## src/rtl/cursor_pkg.sv

```systemverilog
// Shared types and coordinate arithmetic for the board cursor controller.
package cursor_pkg;

  localparam int GRID_N  = 8;
  localparam int COORD_W = 3;

  typedef logic [COORD_W-1:0] coord_t;
  typedef logic signed [1:0] step_t;
  typedef enum logic [1:0] {IDLE, DELAY, REPEAT} rep_state_t;

  localparam step_t STEP_NONE = 2'sb00;
  localparam step_t STEP_POS  = 2'sb01;
  localparam step_t STEP_NEG  = 2'sb11;

  // Moves one coordinate by a single step, either wrapping or clamping at the board edge.
  function automatic coord_t coord_step(input coord_t c, input step_t s, input bit wrap);
    coord_t r;
    r = c;
    if (s == STEP_POS) begin
      if (c != coord_t'(GRID_N - 1)) r = c + coord_t'(1);
      else if (wrap) r = '0;
    end else if (s == STEP_NEG) begin
      if (c != '0) r = c - coord_t'(1);
      else if (wrap) r = coord_t'(GRID_N - 1);
    end
    return r;
  endfunction

endpackage

```

## src/rtl/btn_debounce.sv

```systemverilog
// Two-flop synchronizer plus stability counter for one raw push button.
module btn_debounce #(
  parameter logic [15:0] DEBOUNCE_CYCLES = 16'd50000
) (
  input  logic clk,
  input  logic rst_n,
  input  logic raw,
  output logic level,
  output logic rise
);

  logic sync_a;
  logic sync_b;
  logic [15:0] cnt;

  // The level only flips after the synced sample has disagreed with it for a full count.
  always_ff @(posedge clk or negedge rst_n) begin
    if (!rst_n) begin
      sync_a <= 1'b0;
      sync_b <= 1'b0;
      cnt    <= '0;
      level  <= 1'b0;
      rise   <= 1'b0;
    end else begin
      sync_a <= raw;
      sync_b <= sync_a;
      rise   <= 1'b0;
      if (sync_b == level) begin
        cnt <= '0;
      end else if (cnt == DEBOUNCE_CYCLES - 16'd1) begin
        cnt   <= '0;
        level <= ~level;
        rise  <= ~level;
      end else begin
        cnt <= cnt + 16'd1;
      end
    end
  end

endmodule

```

## src/rtl/cursor_ctrl.sv

```systemverilog
// Button-driven 8x8 board cursor with hold-to-repeat, frame-synchronous moves and select strobe.
module cursor_ctrl
  import cursor_pkg::*;
#(
  parameter logic [15:0] DEBOUNCE_CYCLES = 16'd50000,
  parameter logic [23:0] REPEAT_DELAY    = 24'd12500000,
  parameter logic [23:0] REPEAT_PERIOD   = 24'd5000000,
  parameter bit          WRAP            = 1'b1
) (
  input  logic   clk,
  input  logic   rst_n,
  input  logic   btn_up,
  input  logic   btn_down,
  input  logic   btn_left,
  input  logic   btn_right,
  input  logic   btn_sel,
  input  logic   frame_start,
  input  logic   lock,
  output coord_t pos_x,
  output coord_t pos_y,
  output logic   sel_valid,
  output coord_t sel_x,
  output coord_t sel_y
);

  logic [3:0] dir_level;
  logic [3:0] dir_rise;
  logic       sel_level;
  logic       sel_rise;
  logic       unused_ok;

  btn_debounce #(.DEBOUNCE_CYCLES(DEBOUNCE_CYCLES)) u_up (
    .clk(clk), .rst_n(rst_n), .raw(btn_up), .level(dir_level[3]), .rise(dir_rise[3]));
  btn_debounce #(.DEBOUNCE_CYCLES(DEBOUNCE_CYCLES)) u_down (
    .clk(clk), .rst_n(rst_n), .raw(btn_down), .level(dir_level[2]), .rise(dir_rise[2]));
  btn_debounce #(.DEBOUNCE_CYCLES(DEBOUNCE_CYCLES)) u_left (
    .clk(clk), .rst_n(rst_n), .raw(btn_left), .level(dir_level[1]), .rise(dir_rise[1]));
  btn_debounce #(.DEBOUNCE_CYCLES(DEBOUNCE_CYCLES)) u_right (
    .clk(clk), .rst_n(rst_n), .raw(btn_right), .level(dir_level[0]), .rise(dir_rise[0]));
  btn_debounce #(.DEBOUNCE_CYCLES(DEBOUNCE_CYCLES)) u_sel (
    .clk(clk), .rst_n(rst_n), .raw(btn_sel), .level(sel_level), .rise(sel_rise));

  assign unused_ok = ^{dir_rise, sel_level};

  step_t      dx, dy, dx_q, dy_q, pend_dx, pend_dy;
  logic       act, act_q, changed, expired, step_go;
  rep_state_t state;
  logic [23:0] rep_cnt;

  // Opposite buttons cancel per axis; up moves toward row 0.
  always_comb begin
    dx = STEP_NONE;
    dy = STEP_NONE;
    if (dir_level[0] && !dir_level[1]) dx = STEP_POS;
    else if (dir_level[1] && !dir_level[0]) dx = STEP_NEG;
    if (dir_level[2] && !dir_level[3]) dy = STEP_POS;
    else if (dir_level[3] && !dir_level[2]) dy = STEP_NEG;
  end

  assign act     = (dx != STEP_NONE) || (dy != STEP_NONE);
  assign changed = act && (!act_q || dx != dx_q || dy != dy_q);
  assign expired = (state != IDLE) && (rep_cnt <= 24'd1);
  assign step_go = !lock && act && (changed || expired);

  // The previous effective direction is tracked even while locked, so a button held
  // through the lock does not look like a fresh press when the lock drops.
  always_ff @(posedge clk or negedge rst_n) begin
    if (!rst_n) begin
      state     <= IDLE;
      rep_cnt   <= '0;
      act_q     <= 1'b0;
      dx_q      <= STEP_NONE;
      dy_q      <= STEP_NONE;
      pend_dx   <= STEP_NONE;
      pend_dy   <= STEP_NONE;
      pos_x     <= '0;
      pos_y     <= '0;
      sel_valid <= 1'b0;
      sel_x     <= '0;
      sel_y     <= '0;
    end else begin
      act_q     <= act;
      dx_q      <= dx;
      dy_q      <= dy;
      sel_valid <= 1'b0;

      if (lock || !act) begin
        state <= IDLE;
      end else if (changed) begin
        state   <= DELAY;
        rep_cnt <= REPEAT_DELAY;
      end else if (state != IDLE) begin
        if (expired) begin
          state   <= REPEAT;
          rep_cnt <= REPEAT_PERIOD;
        end else begin
          rep_cnt <= rep_cnt - 24'd1;
        end
      end

      if (frame_start && !lock) begin
        pos_x <= coord_step(pos_x, pend_dx, WRAP);
        pos_y <= coord_step(pos_y, pend_dy, WRAP);
      end

      // A step issued on a frame_start cycle survives to the following frame.
      if (lock) begin
        pend_dx <= STEP_NONE;
        pend_dy <= STEP_NONE;
      end else if (step_go) begin
        pend_dx <= dx;
        pend_dy <= dy;
      end else if (frame_start) begin
        pend_dx <= STEP_NONE;
        pend_dy <= STEP_NONE;
      end

      if (sel_rise && !lock) begin
        sel_valid <= 1'b1;
        sel_x     <= pos_x;
        sel_y     <= pos_y;
      end
    end
  end

endmodule

```

## config.mk

```make
export PLATFORM = sky130hd
export DESIGN_NAME = cursor_ctrl
export DESIGN_NICKNAME = d
export VERILOG_FILES = /design/src/rtl/cursor_pkg.sv /design/src/rtl/btn_debounce.sv /design/src/rtl/cursor_ctrl.sv
export SDC_FILE = /design/constraint.sdc
export NUM_CORES = 1
export LEC_CHECK = 0
export BUFFER_PORTS_ARGS = -buffer_cell sky130_fd_sc_hd__buf_2
export CAP_MARGIN = 5
export CORE_UTILIZATION = 59
export DETAILED_ROUTE_END_ITERATION = 10
export GPL_ROUTABILITY_DRIVEN = 0
export PLACE_DENSITY = 0.81
export SLEW_MARGIN = 20
export SYNTH_ARGS = -nofsm -noshare
export SYNTH_HDL_FRONTEND = slang
export SYNTH_SLANG_ARGS = --single-unit
```

## constraint.sdc

```tcl
create_clock -name clk -period 4.2 [get_ports clk]
set_input_delay 0.84 -clock clk [delete_from_list [all_inputs] [get_ports clk]]
set_output_delay 0.84 -clock clk [all_outputs]
set_load 0.005 [all_outputs]
```

# Yosys cells after proc, flatten, opt, wreduce, memory -nomap -nowiden
# Index checks and enable logic that the tools add are counted.
[op_classes]
add_sub_neg = 10
n_mul = 0
n_div = 0
n_lt_le_gt_ge = 1
n_eq_ne = 18
shift = 0
n_mux = 37
bitwise_logic = 11
reduce_logical = 42
[ops]
columns = ["op", "count"]
rows = [
  ["2-to-1 mux 16 bit", 10],
  ["adder 16 x 1 -> 16 bit, second input constant", 5],
  ["== test 16 bit, second input constant", 5],
  ["2-to-1 mux 24 bit", 3],
  ["2-to-1 mux 2 bit", 13],
  ["<= comparator 24 x 1 -> 1 bit, second input constant", 1],
  ["2-to-1 mux 3 bit", 8],
  ["subtractor 24 x 1 -> 24 bit, second input constant", 1],
  ["AND reduction 2 bit", 9],
  ["nonzero test 3 bit", 5],
  ["nonzero test 2 bit", 6],
  ["NOT 1 bit", 11],
  ["logical AND 1 bit", 10],
  ["logical NOT 1 bit", 7],
  ["adder 3 x 1 -> 3 bit, second input constant", 2],
  ["!= test 3 bit, second input constant", 2],
  ["subtractor 3 x 1 -> 3 bit, second input constant", 2],
  ["== test 1 bit", 5],
  ["logical OR 1 bit", 5],
  ["== test 2 x 1 -> 1 bit, second input constant", 2],
  ["== test 2 bit, second input constant", 2],
  ["!= test 2 bit", 2],
  ["2-to-1 mux 1 bit", 3],
]
[totals]
ff_bits = 144
latchBits = 0
ramBits = 0
rom_bits = 0
in_bits = 9
output_inout_bits = 13
word_cells = 152
n_memories = 0

# Depth between registers and ports, before layout
# Gate-level depths: netlist of the first run.
[depth]
word_depth = 12
ltp_mapped = 9
depth_no_buf = 7

# By module
# A second synthesis of the first run with hierarchy kept.
[unflattened]
hier_cells = 740
area_unflattened_um2 = 7564.8
[by_module_without_submodules]
columns = ["module", "instances", "cells_per_inst", "area_each_um2", "seq_area_each_um2"]
rows = [
  ["btn_debounce", 5, 91, 968.4, 500.5],
  ["cursor_ctrl", 1, 285, 2722.6, 1201.2],
]

# Worst setup path before layout of the first run
# OpenSTA, ideal clock, no wires.
[synth_timing]
path_kind = "flip-flop to flip-flop"
from = "reg rep_cnt[15]"
to = "reg pend_dx[0]"
setup_ns = 0.080
arrival_time_ns = 2.318
t_required_ns = 4.120
setup_slack_ns = 1.802
stages_incl_launch_ff = 8
path_buffers = 2
synth_period_minus_slack_ns = 2.398
path_cell_list = "dfrtp_1 or4_4 or3_1 buf_6 or4_4 buf_6 a21o_1 o22ai_2"
[synth_via]
elab_chain_len = 6
word_cells_on_any_way = 7
classes_between = "order compare: 1; mux: 2; reduce/logical: 4"
[synth_rtl]
columns = ["item", "line", "rtl"]
rows = [
  ["from (decl)", "cursor_ctrl.sv:48", "logic [23:0] rep_cnt;"],
  ["from (signal assigned)", "cursor_ctrl.sv:97", "rep_cnt <= rep_cnt - 24'd1;"],
  ["<= comparator 24 x 1 -> 1 bit *", "cursor_ctrl.sv:62", "assign expired = (state != IDLE) && (rep_cnt <= 24'd1);"],
  ["logical AND 1 bit *", "cursor_ctrl.sv:62", ""],
  ["logical OR 1 bit *", "cursor_ctrl.sv:63", "assign step_go = !lock && act && (changed || expired);"],
  ["logical AND 1 bit *", "cursor_ctrl.sv:63", ""],
  ["2-to-1 mux 2 bit", "cursor_ctrl.sv:110", "end else if (step_go) begin"],
  ["2-to-1 mux 2 bit", "cursor_ctrl.sv:107", "if (lock) begin"],
  ["to (signal assigned)", "cursor_ctrl.sv:108", "pend_dx <= STEP_NONE;"],
  ["to (signal assigned)", "cursor_ctrl.sv:111", "pend_dx <= dx;"],
  ["to (signal assigned)", "cursor_ctrl.sv:114", "pend_dx <= STEP_NONE;"],
  ["to (decl)", "cursor_ctrl.sv:45", "step_t dx, dy, dx_q, dy_q, pend_dx, pend_dy;"],
]
# Every way passes the cells marked *; elsewhere a longest branch is shown, timed or not.
# A chain may end at the register's enable or synchronous reset.

# Final worst setup path of the first run
[layout_timing]
from = "reg rep_cnt[15]"
to = "reg pend_dy[1]"
[layout_via]
elab_chain_len = 6
word_cells_on_any_way = 7
classes_between = "order compare: 1; mux: 2; reduce/logical: 4"
[layout_rtl]
columns = ["item", "line", "rtl"]
rows = [
  ["<= comparator 24 x 1 -> 1 bit *", "cursor_ctrl.sv:62", ""],
  ["logical AND 1 bit *", "cursor_ctrl.sv:62", ""],
  ["logical OR 1 bit *", "cursor_ctrl.sv:63", ""],
  ["logical AND 1 bit *", "cursor_ctrl.sv:63", ""],
  ["2-to-1 mux 2 bit", "cursor_ctrl.sv:110", ""],
  ["2-to-1 mux 2 bit", "cursor_ctrl.sv:107", ""],
  ["to (signal assigned)", "cursor_ctrl.sv:112", "pend_dy <= dy;"],
  ["to (decl)", "cursor_ctrl.sv:45", ""],
]
# Marks and branches as above.

==> impl_metrics.toml, run 1 <==
[timing]
setup_viol = 0
finalHoldViolCount = 0
fmax_mhz = 349.9
min_period_over_period_pct = 68.05
min_period_ps = 2858
slew_violations = 0
tns_ps = 0
maxSlewHeadroom_pct = 39.97
clock_skew_ps = 9.200
rsz0062_at_grt = "no"
tightest_slew_ps = 893.7

[die]
start_util_pct = 60.55
fp.coreArea_um2 = 11420
die-area_um2 = 12160
die_y_um = 110.3
pin_count = 22
rows = 39
die_w_um = 110.3

[synthesis]
syn_nets = 709
async_flop_share_pct = 100.0
synth_edf_count = 0
muxShareOfSynthArea_pct = 1.140
synth_xor_area_share_pct = 10.26
synth_seq_cells = 144
synth_top_family_by_area = "simple AND/OR/NAND/NOR gates"
yosysTopAreaCell = "dfrtp_1"
avgSynthCellArea_um2 = 10.12
synth_cell_types = 54
synth_compound_area_share_pct = 8.994
yosys.area_share.adder_pct = 3.076
synthCells = 683
yosys.area_share.simple_pct = 22.44
netlist.area_leader.share_pct = 52.12
synthTopCellsByArea = "dfrtp_1 52%, nor2_1 6.6%, xor2_1 6.2%, xnor2_1 4.1%, ha_1 3.1%"
synth.yosys.seq_area_share_pct = 52.12
ys.flop_type = "dfrtp_1"
yosys_warnings = 0
synth_area_um2 = 6914

[worst_hold_path]
hp-class = "reg2reg"
worst_hold_path.num_cells = 0
min_from = "u_up.sync_a"
whs_endpoint = "u_up.sync_b"

[drt]
post_drt_wl_per_cell_um = 15.99
antenna_left = 0
drc = 0
vias = 5095
wirelength_mm = 13.87
viasPerCell = 5.877
first_iter_violations = 323
drtPass1Iterations = 5

[global_route]
grt-busiest-layer = "met2"
grt_use_met1_pct = 31.05
track_usage_pct = 24.62
overflow = 0
grt_pass1_wl_mm = 22.92
grtUsageMet2_pct = 39.80
grt_pass1_vias = 4951
use_met3_pct = 6.114
grt_max_degree = 97
grt_antenna_before_repair = 1

[critical_path]
cp.required_ps = 4510
critPathCaptureType = "register"
reg2reg_depth = 5
critPathMaxFanout = 16
critPathMaxStageDelay_ps = 790
cp_slowest_cell = "nor4_4"
cp_top_family = "simple AND/OR/NAND/NOR gates"
crit_arrival_ps = 3170
worstReg2RegStart = "rep_cnt[15]"
r2r_setup_slack_ps = 1340
r2r-end = "pend_dy[1]"
critPathKind = "reg2reg"
cp-start-kind = "register"
critical_path.n_buffers_inverters = 0
path_cells = "or4_4 > or3_1 > nor4_4 > o21ai_0 > a32o_1"

[finish]
layout_commonest_cell = "dfrtp_1"
fin_area_um2 = 7766
final_cell_mix = "144 x dfrtp_1, 121 x nor2_1, 55 x nand2_1"
syn_to_final_growth_pct = 12.32
drive_gt1_share_pct = 11.76
fin_nets = 736
fin_util_pct = 68.01

[clock_tree]
cts-resized-gates = 0
cts_buffers = 17
hold_buffers = 0
clock_latency_ps = 430
cts_tree = "done"
cts.sinks = 144
clk_pin_slew_ps = 60
cts_root_buf = "clkbuf_16"
cts_setup_buffers = 0
cts_buffer_depth = 2
htree_levels = 4

[run]
max_cap_viol_count = 0

[power_and_ir_drop]
p_leak_nw = 3.553
irDropWorstVdd_mv = 0.5110
p_per_area_nw_per_um2 = 395.0
total_power_mw = 3.068

[placement]
dp_hpwl_mm = 8.962
dpl-instance-area_um2 = 7151
port_buffers = 21

[outcome]
status = "finished, final reports clean"
synthesized netlist by cell type (3+ instances only):
master,instances
a22o_1,3
o31ai_1,6
dfrtp_1,144
ha_1,17
or4_1,7
nand2_1,55
nor4_1,9
xor2_1,49
o21bai_1,3
nor3_1,15
inv_1,16
clkbuf_1,13
or2_2,6
nor4b_1,5
nor2_1,121
and3_1,13
nand4_1,20
a21o_1,5
nand3_1,30
nor2b_1,4
xnor2_1,32
mux2_2,7
nor3b_1,3
o21ai_0,16
o21ba_2,4
o22a_1,9
nand2b_1,4
or3_1,7
and4_1,6
a21oi_1,19
a31oi_1,5
layout make-up:
type | count | area [um2]
Antenna cell | 1 | 2.502
Sequential cell | 144 | 3603
Inverter | 16 | 60.06
Clock inverter | 13 | 160.2
Timing Repair Buffer | 24 | 133.9
Tap cell | 143 | 178.9
Clock buffer | 19 | 452.9
Multi-Input combinational cell | 507 | 3174
Fill cell | 840 | 3652
kinds of logic (layout without fill, tap and decap cells):
| family | count (synthesis) | count (layout) |
|---|---|---|
| and+or+nand+nor | 315 | 315 |
| DFF | 144 | 144 |
| AOI/OAI and AO/OA | 87 | 87 |
| xor gates and xnor gates | 81 | 81 |
| buffers and inverters | 32 | 72 |
| adders and majority gates | 17 | 17 |
| muxes | 7 | 7 |
| other | 0 | 1 |
where the power goes:
group | internal, mW | switching, mW | total (mW)
logic | 0.0249 | 0.0576 | 0.0825
clock network | 0.966 | 0.596 | 1.56
registers | 1.41 | 0.0169 | 1.42
worst reg2reg max path: stages, from the launching register on:
cell,delay [ps]
dfrtp_1,400
or4_4,560
or3_1,460
nor4_4,790
o21ai_0,240
a32o_1,300
sequential cells by signal, summed over array words and instances, names as in the netlist, 3 cells and up:
register     flops
u_left.cnt      16
rep_cnt         24
u_up.cnt        16
sel_y            3
sel_x            3
u_sel.cnt       16
pos_x            3
u_down.cnt      16
pos_y            3
u_right.cnt     16
worst max-delay path by stage:
| stage | startpoint | endpoint | cells after the start |
|---|---|---|---|
| floorplan | rep_cnt[15] | pend_dx[0] | 7 |
| global placement | rep_cnt[15] | pend_dy[1] | 5 |
| detailed placement | rep_cnt[15] | pend_dy[1] | 5 |
| CTS | rep_cnt[15] | pend_dy[1] | 5 |
| global route | rep_cnt[6] | pend_dy[1] | 5 |
| finish | rep_cnt[15] | pend_dy[1] | 5 |
metal layers:
layer	wire length [um]	part of all wire, %
met2	6964	50
met1	6039	44
met3	599	4.3
met5	0	0
met4	264	1.9
stage by stage:
stage / setup slack (ps) / cells / hold slack (ps)
floorplan: 1802 / 683 / 331.2
global placement: 1506 / 834 / 335.7
detailed placement: 1374 / 834 / 336.3
CTS: 1362 / 866 / 353.1
global route: 1178 / 867 / 353.5
finish: 1342 / 867 / 352.3
(Power assumes the default switching activity.)
==> inputs of run 2 (changes only) <==
==> constraint.sdc (replaced) <==
create_clock -name clk -period 2.65 [get_ports clk]
set_input_delay 0.53 -clock clk [delete_from_list [all_inputs] [get_ports clk]]
set_output_delay 0.53 -clock clk [all_outputs]
set_load 0.005 [all_outputs]
==> run 2 against run 1 <==
Against the previous run:
- power increased by 56%
- sequential power increased by 59%
- clock skew decreased by 2.3 ps
- global-route usage increased by 0.34 points
- worst hold slack got worse by 240 ps
- maximum frequency increased by 13%
- die area unchanged
- critical path depth increased by 1
- core utilization increased by 0.32 points
- flip-flop and latch count unchanged
- sequential share of layout area decreased by 0.22 points
- combinational power increased by 64%
- critical endpoint is now rep_cnt[13]
==> impl_metrics.toml, run 2 (same netlist as run 1, synthesis figures left out) <==
[run]
max_cap_viol_count = 0

[die]
die_w_um = 110.3
rows = 39
die_y_um = 110.3
pin_count = 22
fp.coreArea_um2 = 11420
start_util_pct = 60.55
die-area_um2 = 12160

[clock_tree]
hold_buffers = 0
clk_pin_slew_ps = 60
cts.sinks = 144
cts_root_buf = "clkbuf_16"
cts_buffers = 17
clock_latency_ps = 420
htree_levels = 4
cts-resized-gates = 0
cts_setup_buffers = 0
cts_tree = "done"
cts_buffer_depth = 2

[timing]
clock_skew_ps = 6.942
hold_slack_ps = 116.9
tns_ps = 0
setup_slack_ps = 117.9
min_period_ps = 2532
rsz0062_at_grt = "yes"
setup_viol = 0
slew_violations = 0
min_period_over_period_pct = 95.55
maxSlewHeadroom_pct = 53.25
tightest_slew_ps = 694.8
finalHoldViolCount = 0
fmax_mhz = 394.9

[outcome]
status = "finished, final reports clean"

[drt]
first_iter_violations = 300
drc = 0
antenna_left = 0
vias = 5076
wirelength_mm = 13.51
drtPass1Iterations = 5
post_drt_wl_per_cell_um = 15.51
viasPerCell = 5.828

[placement]
port_buffers = 21
dpl-instance-area_um2 = 7201
preCtsSetupSlack_ps = 136.0
dp_hpwl_mm = 9.226

[critical_path]
critical_path.n_buffers_inverters = 1
critPathMaxFanout = 10
path_cells = "or4_4 > or3_1 > nor4_4 > buf_4 > a31oi_1 > o22a_1"
critPathKind = "reg2reg"
cp.required_ps = 2950
cp_top_family = "simple AND/OR/NAND/NOR gates"
cp-start-kind = "register"
cp_slowest_cell = "or4_4"
crit_arrival_ps = 2830
critPathCaptureType = "register"
critPathMaxStageDelay_ps = 560

[finish]
fin_nets = 741
syn_to_final_growth_pct = 12.85
drive_gt1_share_pct = 12.23
nFillCells = 841
regMostFlops = "rep_cnt"
diodes = 0
largest_register_ffs = 24
fin_area_um2 = 7802
layout_commonest_cell = "dfrtp_1"
final_cell_mix = "144 x dfrtp_1, 121 x nor2_1, 55 x nand2_1"

[power_and_ir_drop]
total_power_mw = 4.784
p_per_area_nw_per_um2 = 613.2
p_leak_nw = 3.577
irDropWorstVdd_mv = 0.6618

[global_route]
grt-busiest-layer = "met2"
grt_pass1_wl_mm = 23.09
use_met3_pct = 7.113
overflow = 0
track_usage_pct = 24.96
grt_pass1_vias = 5083
grt_max_degree = 72
grt_use_met1_pct = 30.25
grtUsageMet2_pct = 42.15
grt_antenna_before_repair = 0

[worst_hold_path]
hp-class = "in2async"
run 2: changes by cell type in the layout (fill, tap and decap cells not counted), sizes merged:
cell,delta
buf,+5
clkbuf,+4
clkinv,-2
bufinv,-1
diode,-1
inv,-1
run 2: cell type report:
class / instances / area [um2] / area share (%)
clock buffer: 23 / 498.0 / 6.382
inverter: 16 / 60.06 / 0.7697
timing repair buffer: 29 / 183.9 / 2.357
sequential: 144 / 3603 / 46.18
tap: 143 / 178.9 / 2.293
multi-input combinational: 507 / 3174 / 40.68
clock inverter: 9 / 103.9 / 1.331
run 2: worst paths after layout:
kind | from | end | slack (ps) | cells after the start
setup / recovery | rep_cnt[15] | rep_cnt[13] | 120 | 6
max in group asynchronous | rst_n | u_sel.cnt[4] | 1770 | 2
hold reg to reg | u_sel.sync_a | u_sel.sync_b | 350 | 0
setup reg to reg | rep_cnt[15] | rep_cnt[13] | 120 | 6
hold / removal | rst_n | u_right.cnt[14] | 120 | 1
min in group clk | btn_down | u_down.sync_a | 220 | 1
run 2: through the flow:
| stage | instances | utilization (%) |
|---|---|---|
| 4_1_cts | 871 | 68.33 |
| 6_report | 871 | 68.33 |
| 2_1_floorplan | 683 | - |
| 5_1_grt | 871 | 68.33 |
| 3_5_place_dp | 839 | 63.06 |
| 3_3_place_gp | 839 | 63.06 |
run 2: worst register-to-register path, stage by stage (launching register included):
cell and delay (ps):
dfrtp_1 410, or4_4 560, or3_1 460, nor4_4 460, buf_4 260, a31oi_1 60, o22a_1 210
run 2: metal layers:
layer | up-vias | wire length (um)
met4 | 0 | 262
met1 | 2511 | 5936
met5 | - | 0
li1 | 2455 | -
met3 | 25 | 509
met2 | 85 | 6803
run 2: where the power goes:
part / switching (mW) / internal [mW]
combinational: 0.0928 / 0.0422
clock: 0.885 / 1.51
sequential: 0.0279 / 2.23
==> inputs of run 3 (changes only) <==
--- a/config.mk
+++ b/config.mk
@@ -7,10 +7,12 @@
 export LEC_CHECK = 0
 export BUFFER_PORTS_ARGS = -buffer_cell sky130_fd_sc_hd__buf_2
 export CAP_MARGIN = 5
-export CORE_UTILIZATION = 59
+export CELL_PAD_IN_SITES_DETAIL_PLACEMENT = 0
+export CELL_PAD_IN_SITES_GLOBAL_PLACEMENT = 2
+export CORE_UTILIZATION = 41
 export DETAILED_ROUTE_END_ITERATION = 10
 export GPL_ROUTABILITY_DRIVEN = 0
-export PLACE_DENSITY = 0.81
+export PLACE_DENSITY = 0.84
 export SLEW_MARGIN = 20
 export SYNTH_ARGS = -nofsm -noshare
 export SYNTH_HDL_FRONTEND = slang
==> constraint.sdc (replaced) <==
create_clock -name clk -period 2.8 [get_ports clk]
set_input_delay 0.56 -clock clk [delete_from_list [all_inputs] [get_ports clk]]
set_output_delay 0.56 -clock clk [all_outputs]
set_load 0.005 [all_outputs]
==> run 3 against run 2 <==
Against the previous run:
- core utilization shrank 20 points
- sequential power down 5%
- flip-flop and latch count did not move
- first-iteration DRC count down 4.3%
- sequential share of layout area shrank 0.60 points
- power is 6.2% lower
- maximum frequency rose by 0.44%
- critical path depth is 1 lower
- cell area increased by 1.3%
- non-clock buffer count increased by 1
- clock skew increased by 6.9 ps
- critical endpoint is now pend_dx[1]
==> impl_metrics.toml, run 3 (same netlist as run 1, synthesis figures left out) <==
[die]
die_w_um = 131.9
start_util_pct = 41.84
die-area_um2 = 17390
pin_count = 22
fp.coreArea_um2 = 16520
rows = 47
die_y_um = 131.9

[finish]
layout_commonest_cell = "dfrtp_1"
regMostFlops = "rep_cnt"
multi_input_area_um2 = 3174
largest_register_ffs = 24
diodes = 0
regArea_um2 = 3603
fin_nets = 742
nFillCells = 1562
final_cell_mix = "144 x dfrtp_1, 121 x nor2_1, 55 x nand2_1"
drive_gt1_share_pct = 12.36
syn_to_final_growth_pct = 14.33

[critical_path]
cp_slowest_cell = "or4_4"
worstReg2RegStart = "rep_cnt[15]"
critPathMaxStageDelay_ps = 600
cpMostUsedCell = "or4_4"
critPathCaptureType = "register"
reg2reg_depth = 5
cp-start-kind = "register"
cp.required_ps = 3160
r2r_setup_slack_ps = 280
critPathKind = "reg2reg"
path_cells = "or4_4 > or3_1 > or4_4 > a21oi_4 > a32o_1"
r2r-end = "pend_dx[1]"
crit_arrival_ps = 2880
critPathMaxFanout = 7

[timing]
setup_viol = 0
finalHoldViolCount = 0
tightest_slew_ps = 663.9
tns_ps = 0
setup_slack_ps = 279.1
maxSlewHeadroom_pct = 55.33
min_period_over_period_pct = 90.03
rsz0062_at_grt = "no"
slew_violations = 0
fmax_mhz = 396.7
clock_skew_ps = 13.86
min_period_ps = 2521

[clock_tree]
cts.sinks = 144
cts_buffers = 17
clk_pin_slew_ps = 60
cts_root_buf = "clkbuf_16"
cts_tree = "done"
cts_buffer_depth = 2
cts-resized-gates = 0
cts_setup_buffers = 0
clock_latency_ps = 420
htree_levels = 4
hold_buffers = 0

[global_route]
grt_antenna_before_repair = 0
grt_pass1_wl_mm = 23.92
grt_max_degree = 56
overflow = 0
grt_pass1_vias = 4958
track_usage_pct = 17.05

[drt]
drtPass1Iterations = 4
drc = 0
vias = 4972
post_drt_wl_per_cell_um = 14.21
viasPerCell = 5.245
wirelength_mm = 13.47
first_iter_violations = 287
antenna_left = 0

[power_and_ir_drop]
p_per_area_nw_per_um2 = 568.0
p_leak_nw = 3.582
irDropWorstVdd_mv = 0.3901

[placement]
port_buffers = 21
preCtsSetupSlack_ps = 271.8
dp_hpwl_mm = 9.277

[worst_hold_path]
hp-class = "in2async"

[outcome]
status = "finished, final reports clean"

[run]
max_cap_viol_count = 0
run 3: cell count changes in the layout (fill, tap and decap cells not counted):
cell        before  now
buf_12           1    2
inv_6            1    2
clkbuf_1         1    0
clkinvlp_4       2    1
clkinv_4         0    4
clkinv_2         4    3
clkbuf_8         5    2
run 3: final cells by class:
class / count / area share (%)
clock buffer: 19 / 5.730
clock inverter: 12 / 1.709
inverter: 16 / 0.7597
multi-input combinational: 507 / 40.16
sequential: 144 / 45.58
tap: 220 / 3.482
timing repair buffer: 30 / 2.580
run 3: worst max path at each step:
stage                             from          end  slack (ps)  cells past startpoint
after floorplan            rep_cnt[15]   pend_dx[0]         400                      7
after global placement     rep_cnt[15]   pend_dx[1]         310                      5
after detailed placement   rep_cnt[15]   pend_dx[1]         270                      5
after CTS                  rep_cnt[15]   pend_dx[1]         260                      5
after global routing      u_down.level  rep_cnt[19]          60                      7
final                      rep_cnt[15]   pend_dx[1]         280                      5
run 3: metal layers:
metal | wire [um] | share of wire [%] | global-route usage, % | up-vias
met1 | 6547 | 49 | 22.79 | 2444
li1 | - | - | - | 2448
met4 | 134 | 1.0 | 6.395 | 0
met5 | 0 | 0 | 0 | -
met3 | 436 | 3.2 | 4.767 | 11
met2 | 6349 | 47 | 26.37 | 69
run 3: stage by stage:
stage | total power [mW] | hold slack, ps | instances | util [%] | instance area, um2
2_1_floorplan | 2.226 | 264.4 | 683 | - | 6914
3_3_place_gp | 2.304 | 340.3 | 917 | 44.28 | 7317
3_5_place_dp | 2.307 | 335.5 | 917 | 44.28 | 7317
4_1_cts | 4.563 | 44.89 | 948 | 47.84 | 7905
5_1_grt | 4.667 | 57.96 | 948 | 47.84 | 7905
6_report | 4.490 | 40.45 | 948 | 47.84 | 7905
run 3: critical path: cells and delay by family (launching register included):
family          cells  cell delay [ps]
compound gates      2              450
simple gates        3             1620
flops               1              400
run 3: power by group:
part	internal (mW)	switching, mW
logic	0.0410	0.0874
registers	2.11	0.0258
clock network	1.36	0.867
